### src/rtl/fetch_queue.sv
// Instruction fetch front end: owns the fetch PC, issues in-order word requests and queues {instr, pc} for decode.
// Optional macro FETCH_PERF_EN adds saturating pop/redirect performance counters.
module fetch_queue #(
    parameter int                ADDR_W   = 32,
    parameter int                DATA_W   = 32,
    parameter int                DEPTH    = 4,
    parameter logic [ADDR_W-1:0] RESET_PC = '0
) (
    input  logic              clk,
    input  logic              rst_n,
    output logic              imem_req_valid,
    input  logic              imem_req_ready,
    output logic [ADDR_W-1:0] imem_req_addr,
    input  logic              imem_resp_valid,
    input  logic [DATA_W-1:0] imem_resp_data,
    output logic              instr_valid,
    input  logic              instr_ready,
    output logic [DATA_W-1:0] instr,
    output logic [ADDR_W-1:0] instr_pc,
    input  logic              redirect_valid,
    input  logic [ADDR_W-1:0] redirect_pc
`ifdef FETCH_PERF_EN
    ,
    output logic [31:0]       perf_fetch_cnt,
    output logic [15:0]       perf_flush_cnt
`endif
);

    localparam int PTR_W = $clog2(DEPTH);
    localparam int CNT_W = PTR_W + 1;
    localparam logic [CNT_W:0] DEPTH_L = (CNT_W + 1)'(DEPTH);

    logic [ADDR_W-1:0] r_fetch_pc;
    logic [ADDR_W-1:0] r_resp_pc;
    logic [CNT_W-1:0]  r_count;
    logic [CNT_W-1:0]  r_outstanding;
    logic [CNT_W-1:0]  r_drop;
    logic [PTR_W-1:0]  r_wr_ptr;
    logic [PTR_W-1:0]  r_rd_ptr;
    logic              r_active;
    logic [DATA_W-1:0] r_fifo_instr [DEPTH];
    logic [ADDR_W-1:0] r_fifo_pc    [DEPTH];

    logic [CNT_W:0]    w_credit_used;
    logic              w_accept;
    logic              w_resp_ok;
    logic              w_resp_drop;
    logic              w_push;
    logic              w_pop;
    logic [CNT_W-1:0]  w_out_after_resp;
    logic [ADDR_W-1:0] w_redirect_pc;

    // Credits cover both queued entries and in-flight requests, so a response can never find the FIFO full.
    assign w_credit_used    = {1'b0, r_count} + {1'b0, r_outstanding};
    assign imem_req_valid   = r_active && !redirect_valid && (w_credit_used < DEPTH_L);
    assign imem_req_addr    = r_fetch_pc;
    assign w_accept         = imem_req_valid && imem_req_ready;
    assign w_resp_ok        = imem_resp_valid && (r_outstanding != '0);
    assign w_resp_drop      = w_resp_ok && (r_drop != '0);
    assign w_push           = w_resp_ok && (r_drop == '0) && !redirect_valid;
    assign instr_valid      = (r_count != '0) && !redirect_valid;
    assign w_pop            = instr_valid && instr_ready;
    assign w_out_after_resp = r_outstanding - CNT_W'(w_resp_ok);
    assign w_redirect_pc    = redirect_pc & ~ADDR_W'(3);

    assign instr    = r_fifo_instr[r_rd_ptr];
    assign instr_pc = r_fifo_pc[r_rd_ptr];

    always_ff @(posedge clk or negedge rst_n) begin
        if (!rst_n) begin
            r_active      <= 1'b0;
            r_fetch_pc    <= RESET_PC;
            r_resp_pc     <= RESET_PC;
            r_count       <= '0;
            r_outstanding <= '0;
            r_drop        <= '0;
            r_wr_ptr      <= '0;
            r_rd_ptr      <= '0;
        end else begin
            r_active <= 1'b1;
            if (redirect_valid) begin
                // Everything still in flight after this cycle's response belongs to the old stream.
                r_count       <= '0;
                r_rd_ptr      <= r_wr_ptr;
                r_outstanding <= w_out_after_resp;
                r_drop        <= w_out_after_resp;
                r_fetch_pc    <= w_redirect_pc;
                r_resp_pc     <= w_redirect_pc;
            end else begin
                r_count       <= r_count + CNT_W'(w_push) - CNT_W'(w_pop);
                r_outstanding <= w_out_after_resp + CNT_W'(w_accept);
                r_drop        <= r_drop - CNT_W'(w_resp_drop);
                if (w_accept) r_fetch_pc <= r_fetch_pc + ADDR_W'(4);
                if (w_push) begin
                    r_resp_pc <= r_resp_pc + ADDR_W'(4);
                    r_wr_ptr  <= r_wr_ptr + PTR_W'(1);
                end
                if (w_pop) r_rd_ptr <= r_rd_ptr + PTR_W'(1);
            end
        end
    end

    always_ff @(posedge clk or negedge rst_n) begin
        if (!rst_n) begin
            for (int i = 0; i < DEPTH; i++) begin
                r_fifo_instr[i] <= '0;
                r_fifo_pc[i]    <= '0;
            end
        end else if (w_push) begin
            r_fifo_instr[r_wr_ptr] <= imem_resp_data;
            r_fifo_pc[r_wr_ptr]    <= r_resp_pc;
        end
    end

`ifdef FETCH_PERF_EN
    logic [31:0] r_perf_fetch_cnt;
    logic [15:0] r_perf_flush_cnt;

    always_ff @(posedge clk or negedge rst_n) begin
        if (!rst_n) begin
            r_perf_fetch_cnt <= '0;
            r_perf_flush_cnt <= '0;
        end else begin
            if (w_pop && (r_perf_fetch_cnt != '1)) r_perf_fetch_cnt <= r_perf_fetch_cnt + 32'd1;
            if (redirect_valid && (r_perf_flush_cnt != '1)) r_perf_flush_cnt <= r_perf_flush_cnt + 16'd1;
        end
    end

    assign perf_fetch_cnt = r_perf_fetch_cnt;
    assign perf_flush_cnt = r_perf_flush_cnt;
`endif

    // A response with nothing outstanding is a memory-side protocol violation; it is ignored above.
    a_resp_has_request : assert property (@(posedge clk) disable iff (!rst_n)
        imem_resp_valid |-> (r_outstanding != '0));

endmodule

### config.mk
export PLATFORM = sky130hd
export DESIGN_NAME = fetch_queue
export DESIGN_NICKNAME = d
export VERILOG_FILES = /design/src/rtl/fetch_queue.sv
export SDC_FILE = /design/constraint.sdc
export NUM_CORES = 1
export LEC_CHECK = 0
export BUFFER_PORTS_ARGS = -buffer_cell sky130_fd_sc_hd__buf_2
export CAP_MARGIN = 20
export CORE_UTILIZATION = 45
export CTS_BUF_LIST = sky130_fd_sc_hd__clkbuf_16
export DETAILED_ROUTE_END_ITERATION = 8
export HOLD_SLACK_MARGIN = 0.15
export PLACE_DENSITY = 0.68
export SLEW_MARGIN = 20
export SYNTH_ARGS = -nofsm -noshare
export SYNTH_HDL_FRONTEND = slang
export SYNTH_SLANG_ARGS = --single-unit
### constraint.sdc
create_clock -name clk -period 5.8 [get_ports clk]
set_input_delay 0 -clock clk [delete_from_list [all_inputs] [get_ports clk]]
set_output_delay 0 -clock clk [all_outputs]
set_load 0.005 [all_outputs]
==> summary.txt, run 1 <==
Final layout
  • Design area: 0.0179 mm2
  • Fill cell count: 2,757
  • Util after Layout: 55.1%
  • Synth-to-Final Area Change: 20.3%
  • Antenna Cells: 0
  • Storage cell area: 0.00806 mm2
  • Final net count: 1,377
  • Area of the multi-input gates: 0.00647 mm2
  • Layout cells sized above 1: 41.6%

Critical path
  • Worst path slowest cell: nor2_2
  • R2R Setup Slk: 2760 ps
  • Arrival time worst endpoint: 3410 ps
  • Bufs and invs on worst path: 3
  • Crit path capture: r_count[2]
  • CP cell instances: nor3_1 -> nand2_1 -> nor2_2 -> inv_1 -> ha_1 -> inv_1 -> ha_1 -> inv_1 -> fa_1 -> xnor2_1 -> nor2_1
  • CP Launch Type: flop
  • Crit. End Element: flop
  • Reg-to-reg startpoint: r_drop[0]
  • CP Max Fanout: 8
  • Critical R2R Capture: r_count[2]
  • CP Data Required Time: 6160 ps
  • Reg2reg path depth: 11
  • Critical path depth: 11
  • Critical path type: reg2reg
  • Worst path max stage delay: 540 ps
  • Critical Path Most Common Cell: inv_1
  • Cell family with most CP delay: simple AND/OR/NAND/NOR gates
  • CP startpoint: r_drop[0]

Logic synthesis
  • Yosys warns: 0
  • Flops & latches, synth: 322
  • Yosys cell types: 51
  • Count leader, synth: dfrtp_1
  • Synth top area cells: dfrtp_1 (54%), mux2_2 (19%), mux4_2 (9.4%)
  • Cell count after synthesis: 1,072
  • Synth cell count leaders: dfrtp_1 (322), mux2_2 (257), mux4_2 (62), nand2_1 (58), o21ai_0 (36)
  • Avg Inst Size Synth: 13.9 um2
  • Sequential share of the synthesized area: 54.0%
  • Yosys top cell by area: dfrtp_1
  • Mapped cell area: 0.0149 mm2
  • Post-synth EDFFs: 0
  • Synth Flop Type: dfrtp_1
  • Post-synth ARST share: 100%
  • Share of Yosys cell area claimed by the top area cell type: 54.0%

Power and ir drop
  • PwrDens: 433 mW/mm2
  • Leakage: 0.00854 uW
  • Worst ir drop on vdd: 0.216 mV

Placed design
  • DPL Wire Length: 20,100 um
  • Port bufs: 161
  • DP Area: 0.0161 mm2
  • Placer Congestion: 0.881

Routing
  • Post-route ant nets: 0
  • Final wirelength: 33,400 um
  • Initial DRC Count: 518
  • Via density: 5.52
  • DR WL/cell: 19.1 um
  • Drt pass-1 iters: 5
  • Vias: 9,671
  • DRC violations left: 0

Floorplanning
  • Num ports: 168
  • Starting density of the core: 45.8%
  • DIE WIDTH: 184 um
  • Row count: 66
  • Core Box Area: 0.0325 mm2
  • Die Height: 184 um
  • Die area: 0.0339 mm2

GRT
  • Met3 Track Usage GR: 3.98%
  • First-pass GRT wire length: 54,100 um
  • GRT met2 Usage: 33.7%
  • Total track usage: 20.4%
  • Met1 Usage GRT: 27.4%
  • GR Overflow Total: 0
  • Vias in the first global route: 10,130
  • Largest net degree at the start of global routing: 132
  • Layer with the highest usage: met2
  • Initial antenna violation count: 0

Clock tree
  • Post-CTS Resized: 0
  • Reg clk slew, reported paths: 60 ps
  • CTS H-tree depth: 2
  • # clock sinks: 322
  • Cts bufs inserted: 36
  • CTS Root Cell: clkbuf_16
  • Clk Latency, worst-skew pair: 510 ps
  • CTS tree: done
  • Post-CTS setup buffers: 0
  • CTS Buffer Depth: 3

Timing
  • Final Cycle Share: 52.5%
  • Hold violation count in the final report: 0
  • Relative slew margins: 30.6%
  • Slew @ Worst Pin: 1040 ps
  • Setup violations, final: 0
  • Minimum clock period: 3040 ps
  • Skew final: 13.9 ps
  • Final Max Slew Viols: 0
  • Unrepaired setup endpoints after global routing: no
  • Setup tns final: 0 ps
  • Max Freq: 0.329 GHz

Flow run
  • Max-cap viol count: 0

Outcome
  • Status: complete, no violations

Min path
  • Hold Path Class: in2reg
layout by cell type (no fill, tap or decap), drive strengths merged, types with 23 or more instances in the layout:
master,n
mux2,257
inv,30
dfrtp,322
o21ai,36
mux4,62
buf,170
nand2,59
xnor2,29
clkbuf,37
nor2,23
dlygate4sd3,79
report_power, final:
group,total [uW],internal (uW),switching (uW)
logic,2210,1360,850
clock network,2060,1190,870
registers,3500,2990,515
final cells by class:
class / count / area share [%]
clock buffer: 37 / 5.16
clock inverter: 22 / 0.649
inverter: 24 / 0.544
multi-input combinational: 657 / 36.1
sequential: 322 / 45.0
tap: 442 / 3.08
timing repair buffer: 249 / 9.52
kinds of logic after synthesis:
logic type | count (synthesis) | share of synthesized area (%)
simple gates | 186 | 6.44
other cells | 2 | 0.0504
flops | 322 | 54.0
xor+xnor | 41 | 2.41
fa+ha+maj | 17 | 1.48
buf+inv | 96 | 2.85
compound gates | 85 | 3.71
mux | 323 | 29.0
how the worst min path moves through the flow:
stage               cells past startpoint      startpoint                 to
floorplan                               0           rst_n  imem_req_addr[10]
global placement                        1           rst_n   r_fifo_instr[85]
detailed placement                      1           rst_n  r_fifo_instr[117]
CTS                                     2           rst_n  r_fifo_instr[117]
global route                            4  imem_req_ready   imem_req_addr[2]
finish                                  4  imem_req_ready   imem_req_addr[2]
state kept, by name (all words and copies together) (netlist names):
| name | flops |
|---|---|
| r_drop | 3 |
| r_active | 1 |
| r_fifo_instr | 128 |
| r_resp_pc | 30 |
| imem_req_addr | 30 |
| r_outstanding | 3 |
| r_wr_ptr | 2 |
| r_count | 3 |
| r_fifo_pc | 120 |
| r_rd_ptr | 2 |
tightest hold or removal path, cell delays in order:
cell,delay [ps]
buf_2,90
or4b_1,170
buf_4,310
o211ai_1,120
what timing repair did:
| action | CTS | global route |
|---|---|---|
| hold buffers | 78 | 1 |
| endpoints found under the hold margin | 326 | 29 |
| endpoints found under the setup margin | 0 | 0 |
through the flow:
stage	std cells	hold WS, ps	power, uW	setup slack [ps]
final	1753	252	7770	2760
after global routing	1753	273	8250	2510
after CTS	1751	227	7870	2720
after detailed placement	1614	181	5740	2730
after global placement	1614	181	5630	2820
after floorplan	1075	-296	4920	3090
layer usage:
layer / vias to the layer above / share of wire, %
li1: 4376 / -
met1: 4975 / 44
met2: 273 / 48
met3: 47 / 5.8
met4: 0 / 1.7
met5: - / 0
Note: power is estimated with default switching activity, not from simulation.
==> run 2, diff against run 1 <==
PLACE_DENSITY = 0.7   (was 0.68)
clock period = 2.6 ns   (was 5.8 ns; I/O delays follow)
==> run 2 against run 1 <==
Effect of this change: critical path depth shrank 4; sequential share of layout area fell by 1.3 points; cell area up 3.0%; flip-flop and latch count did not move; critical path type unchanged; critical endpoint is now r_outstanding[1].
==> summary.txt, run 2 (synthesized netlist as in run 1, its figures left out) <==
Final layout
  • Non-Filler Instances: 1,792
  • Final net count: 1,410
  • Layout cells sized above 1: 44.6%
  • Fill cell count: 2,726
  • Biggest registers after layout: r_fifo_instr: 128 flops, r_fifo_pc: 120 flops
  • Most common cell after layout, fill and taps aside: dfrtp_1
  • Util after Layout: 56.8%
  • Area of the multi-input gates: 0.00650 mm2
  • Synth-to-Final Area Change: 23.9%
  • Most frequent cells in the layout: dfrtp_1 (320), mux2_2 (256), buf_2 (160)
  • Storage cell area: 0.00806 mm2
  • Max reg flops: 128
  • Largest reg by FF count: r_fifo_instr

Outcome
  • Status: complete, no violations

Critical path
  • Critical path type: reg2reg
  • Arrival time worst endpoint: 2940 ps
  • Crit. End Element: flop
  • CP Max Fanout: 6
  • CP Data Required Time: 2990 ps
  • CP Launch Type: flop

GRT
  • First-pass GRT wire length: 56,500 um
  • Total track usage: 21.3%
  • Largest net degree at the start of global routing: 86
  • GR Overflow Total: 0
  • Initial antenna violation count: 1
  • Vias in the first global route: 10,544

Clock tree
  • CTS H-tree depth: 2
  • CTS Root Cell: clkbuf_16
  • # clock sinks: 322
  • Reg clk slew, reported paths: 60 ps
  • CTS Buffer Depth: 3
  • CTS tree: done
  • Cts bufs inserted: 36
  • Clk Latency, worst-skew pair: 520 ps

Placed design
  • Placed instance count: 1,655
  • DPL Wire Length: 22,600 um
  • Pre-CTS worst setup slack: -76.6 ps
  • Placer Congestion: 0.913
  • Port bufs: 161

Routing
  • Drt pass-1 iters: 5
  • Final wirelength: 34,500 um
  • DR WL/cell: 19.3 um
  • Initial DRC Count: 534
  • Post-route ant nets: 0
  • Via density: 5.52
  • DRC violations left: 0
  • Vias: 9,896

Floorplanning
  • Row count: 66
  • Num ports: 168
  • Die Height: 184 um
  • Die area: 0.0339 mm2
  • DIE WIDTH: 184 um
  • Starting density of the core: 45.8%
  • Core Box Area: 0.0325 mm2

Min path
  • Hold Path Class: in2async

Timing
  • Max Freq: 0.392 GHz
  • Final setup margin: 48.8 ps
  • Min Hold Slack: 145 ps
  • Final Cycle Share: 98.1%
  • Relative slew margins: 56.5%
  • Skew final: 19.6 ps
  • Slew @ Worst Pin: 652 ps
  • Minimum clock period: 2550 ps
  • Hold violation count in the final report: 0
  • Final Max Slew Viols: 0
  • Unrepaired setup endpoints after global routing: yes
  • Setup violations, final: 0

Flow run
  • Max-cap viol count: 0

Power and ir drop
  • Leakage: 0.00886 uW
  • PwrDens: 964 mW/mm2
  • Total chip power: 17,800 uW
  • Worst ir drop on vdd: 0.437 mV
## run 2: changes by cell type in the layout (fill, tap and decap cells not counted), sizes merged
cell / change
diode: +1
inv: +4
dlygate4sd3: -13
bufinv: +1
buf: +46
## run 2: metal layers
metal / GRT usage (%) / up-vias / routed length, um
met1: 28.8 / 5103 / 15100
li1: - / 4456 / -
met5: 0 / - / 0
met3: 4.34 / 42 / 2100
met2: 35.2 / 295 / 16700
met4: 4.97 / 0 / 567
## run 2: cell type report
| type | instances | area share [%] |
|---|---|---|
| Inverter | 24 | 0.528 |
| Tap cell | 442 | 2.99 |
| Multi-Input combinational cell | 657 | 35.2 |
| Timing Repair Buffer | 282 | 11.6 |
| Sequential cell | 322 | 43.6 |
| Clock inverter | 27 | 0.962 |
| Antenna cell | 1 | 0.0135 |
| Clock buffer | 37 | 5.01 |
## run 2: through the flow
step	cell area, um2	TNS [ps]
floorplan	14900	-79.3
global placement	16600	-21.4
detailed placement	16600	-256
CTS	18500	-217
global route	18500	-20.8
finish	18500	0
## run 2: power breakdown
group	switching (uW)	internal, uW	leakage [uW]
sequential	1100	6670	0.00418
combinational	2040	3240	0.00410
clock	1980	2780	0.000574
## run 2: worst paths after layout
kind | start | endpoint | slack [ps] | depth (start not counted)
max in group asynchronous | rst_n | r_fifo_instr[69] | 2030 | 3
hold reg to reg | r_fifo_instr[39] | r_fifo_instr[39] | 500 | 1
setup / recovery | r_count[2] | r_outstanding[1] | 50 | 7
min in group clk | imem_req_ready | imem_req_addr[8] | 150 | 4
hold / removal | rst_n | r_fifo_instr[118] | 140 | 3
setup reg to reg | r_count[2] | r_outstanding[1] | 50 | 7
## run 2: worst max-delay path, stage by stage (launching register included)
cell and delay, ps:
dfrtp_1 380, ha_1 280, or4b_4 490, or4b_4 560
inv_8 110, ha_1 150, ha_1 210, mux2_2 260
## run 2: timing repair
| action | in CTS | in global routing |
|---|---|---|
| buffers inserted | 6 | 0 |
| cloned | 0 | 0 |
| pin swaps | 5 | 4 |
| endpoints found under the hold margin | 520 | 0 |
| setup endpoints to repair | 7 | 23 |
| hold buffers | 67 | 0 |
| gates resized for setup | 10 | 10 |
==> run 3, diff against run 2 <==
CORE_ASPECT_RATIO = 0.7   (was not set)
SLEW_MARGIN = 0   (was 20)
==> run 3 against run 2 <==
Effect of this change: the run now ends with DRC, setup timing left; combinational power is 0.8% higher; count of clock-buffer cells in the layout is 2 lower; cell count is 1.5% lower; sequential share of layout area is 0.47 points higher; core utilization is 0.51 points lower; die area hardly changed; clock skew is 2.5 ps higher; cell area is 1.1% lower; first-iteration DRC count is 22% higher; register-to-register slack worse by 60 ps; setup slack worse by 64 ps; non-clock buffer count is 2 lower; largest cell class unchanged.
==> summary.txt, run 3 (synthesized netlist as in run 1, its figures left out) <==
Outcome
  • Status: finished with violations
  • Failing checks: DRC, setup timing

Placed design
  • Placer Congestion: 0.893
  • Placed instance count: 1,637
  • Port bufs: 161
  • DPL Wire Length: 23,700 um

Routing
  • Drt pass-1 iters: 7
  • Post-route ant nets: 0
  • DRC violations left: 10
  • Initial DRC Count: 649
  • Final wirelength: 35,800 um
  • Vias: 9,859
  • Via density: 5.58
  • DR WL/cell: 20.3 um

Clock tree
  • # clock sinks: 322
  • Reg clk slew, reported paths: 60 ps
  • Clk Latency, worst-skew pair: 520 ps
  • Cts bufs inserted: 34
  • CTS Root Cell: clkbuf_16
  • CTS tree: done
  • CTS Buffer Depth: 3
  • CTS H-tree depth: 2

Final layout
  • Biggest registers after layout: r_fifo_instr: 128 flops, r_fifo_pc: 120 flops
  • Most frequent cells in the layout: dfrtp_1 (320), mux2_2 (256), buf_2 (160)
  • Non-Filler Instances: 1,766
  • Most common cell after layout, fill and taps aside: dfrtp_1
  • Final net count: 1,406
  • Largest reg by FF count: r_fifo_instr
  • Synth-to-Final Area Change: 22.5%
  • Layout cells sized above 1: 44.1%
  • Max reg flops: 128
  • Antenna Cells: 0

Critical path
  • CP Data Required Time: 3000 ps
  • CP Max Fanout: 6
  • Arrival time worst endpoint: 3020 ps
  • Crit. End Element: flop
  • CP Launch Type: flop
  • Critical path type: reg2reg

Floorplanning
  • Row count: 55
  • Num ports: 168
  • Starting density of the core: 45.9%
  • Die Height: 154 um
  • Die area: 0.0339 mm2
  • Core Box Area: 0.0325 mm2
  • DIE WIDTH: 220 um

Power and ir drop
  • Internal power: 12,400 uW
  • Switching Share: 29.3%
  • Flop pwr share: 44.0%
  • Clock share of power: 25.6%
  • Psw: 5150 uW
  • Comb pwr share: 30.4%
  • Leakage: 0.00875 uW
  • Worst ir drop on vdd: 0.484 mV
  • PwrDens: 961 mW/mm2

Timing
  • Final Max Slew Viols: 0
  • Skew final: 22.1 ps
  • Slew @ Worst Pin: 718 ps
  • Minimum clock period: 2620 ps
  • Final Cycle Share: 101%
  • Unrepaired setup endpoints after global routing: yes
  • Min Hold Slack: 274 ps
  • Setup violations, final: 5
  • Relative slew margins: 52.0%
  • Max Freq: 0.382 GHz
  • Hold violation count in the final report: 0
  • Final setup margin: -15.2 ps

GRT
  • GR Overflow Total: 0
  • Total track usage: 21.4%
  • Vias in the first global route: 10,065
  • Initial antenna violation count: 0
  • First-pass GRT wire length: 56,400 um
  • Largest net degree at the start of global routing: 79

Min path
  • Hold Path Class: in2reg

Flow run
  • Max-cap viol count: 0
-- run 3: stage by stage --
| step | util [%] | TNS, ps | instance area (um2) | worst slack (ps) | power [uW] |
|---|---|---|---|---|---|
| after detailed placement | 50.8 | -492 | 16500 | -59.3 | 13100 |
| after floorplan | - | -79.3 | 14900 | -79.3 | 11000 |
| after global routing | 56.3 | -767 | 18300 | -85.2 | 18600 |
| after CTS | 56.2 | 0 | 18200 | 28.9 | 17700 |
| final | 56.3 | -50.2 | 18300 | -15.2 | 17600 |
| after global placement | 50.8 | -135 | 16500 | -36.9 | 12800 |
-- run 3: worst paths after layout --
kind                                   from           endpoint  slack (ps)  cells past startpoint
max                        r_outstanding[2]   r_outstanding[1]         -20                      7
min                         redirect_pc[15]  imem_req_addr[15]         270                      3
max reg2reg                r_outstanding[2]   r_outstanding[1]         -20                      7
min reg2reg                   r_fifo_pc[49]      r_fifo_pc[49]         500                      1
max in group asynchronous             rst_n      r_fifo_pc[54]        1130                      4
min in group asynchronous             rst_n  r_fifo_instr[105]         610                      3
-- run 3: worst max-delay path, stage by stage (launching register included) --
cell and delay, ps:
dfrtp_1 380, ha_1 290, or4b_4 490, or4b_4 590, inv_8 120, ha_1 150
ha_1 220, mux2_2 270
-- run 3: final cells by class --
cell class	count	area [um2]
fillers	2635	14200
flip-flops and latches	322	8060
multi-input cells	657	6500
repair buffers	280	2070
clock buffers	35	876
well taps	427	534
clock inverters	21	133
inverters	24	97.6
-- run 3: per-layer routing --
| metal | vias up | wire, um | track usage [%] |
|---|---|---|---|
| met3 | 58 | 1990 | 4.50 |
| met5 | - | 0 | 0 |
| met2 | 248 | 16600 | 33.3 |
| met4 | 0 | 689 | 5.68 |
| met1 | 5108 | 16500 | 30.6 |
| li1 | 4445 | - | - |
-- run 3: timing repair --
action	in CTS	in global routing
gates resized for setup	1	11
hold buffers	72	0
setup buffers	0	1
pin swaps	0	10
setup endpoints to repair	14	17
endpoints found under the hold margin	520	0
-- run 3: power groups by stage --
stage	clock network [uW]	logic, uW	registers, uW
final	4500	5330	7730
after global routing	4820	5810	7940
after detailed placement	0	5270	7800
after CTS	4630	5390	7730
after global placement	0	5130	7700
after floorplan	0	3650	7330
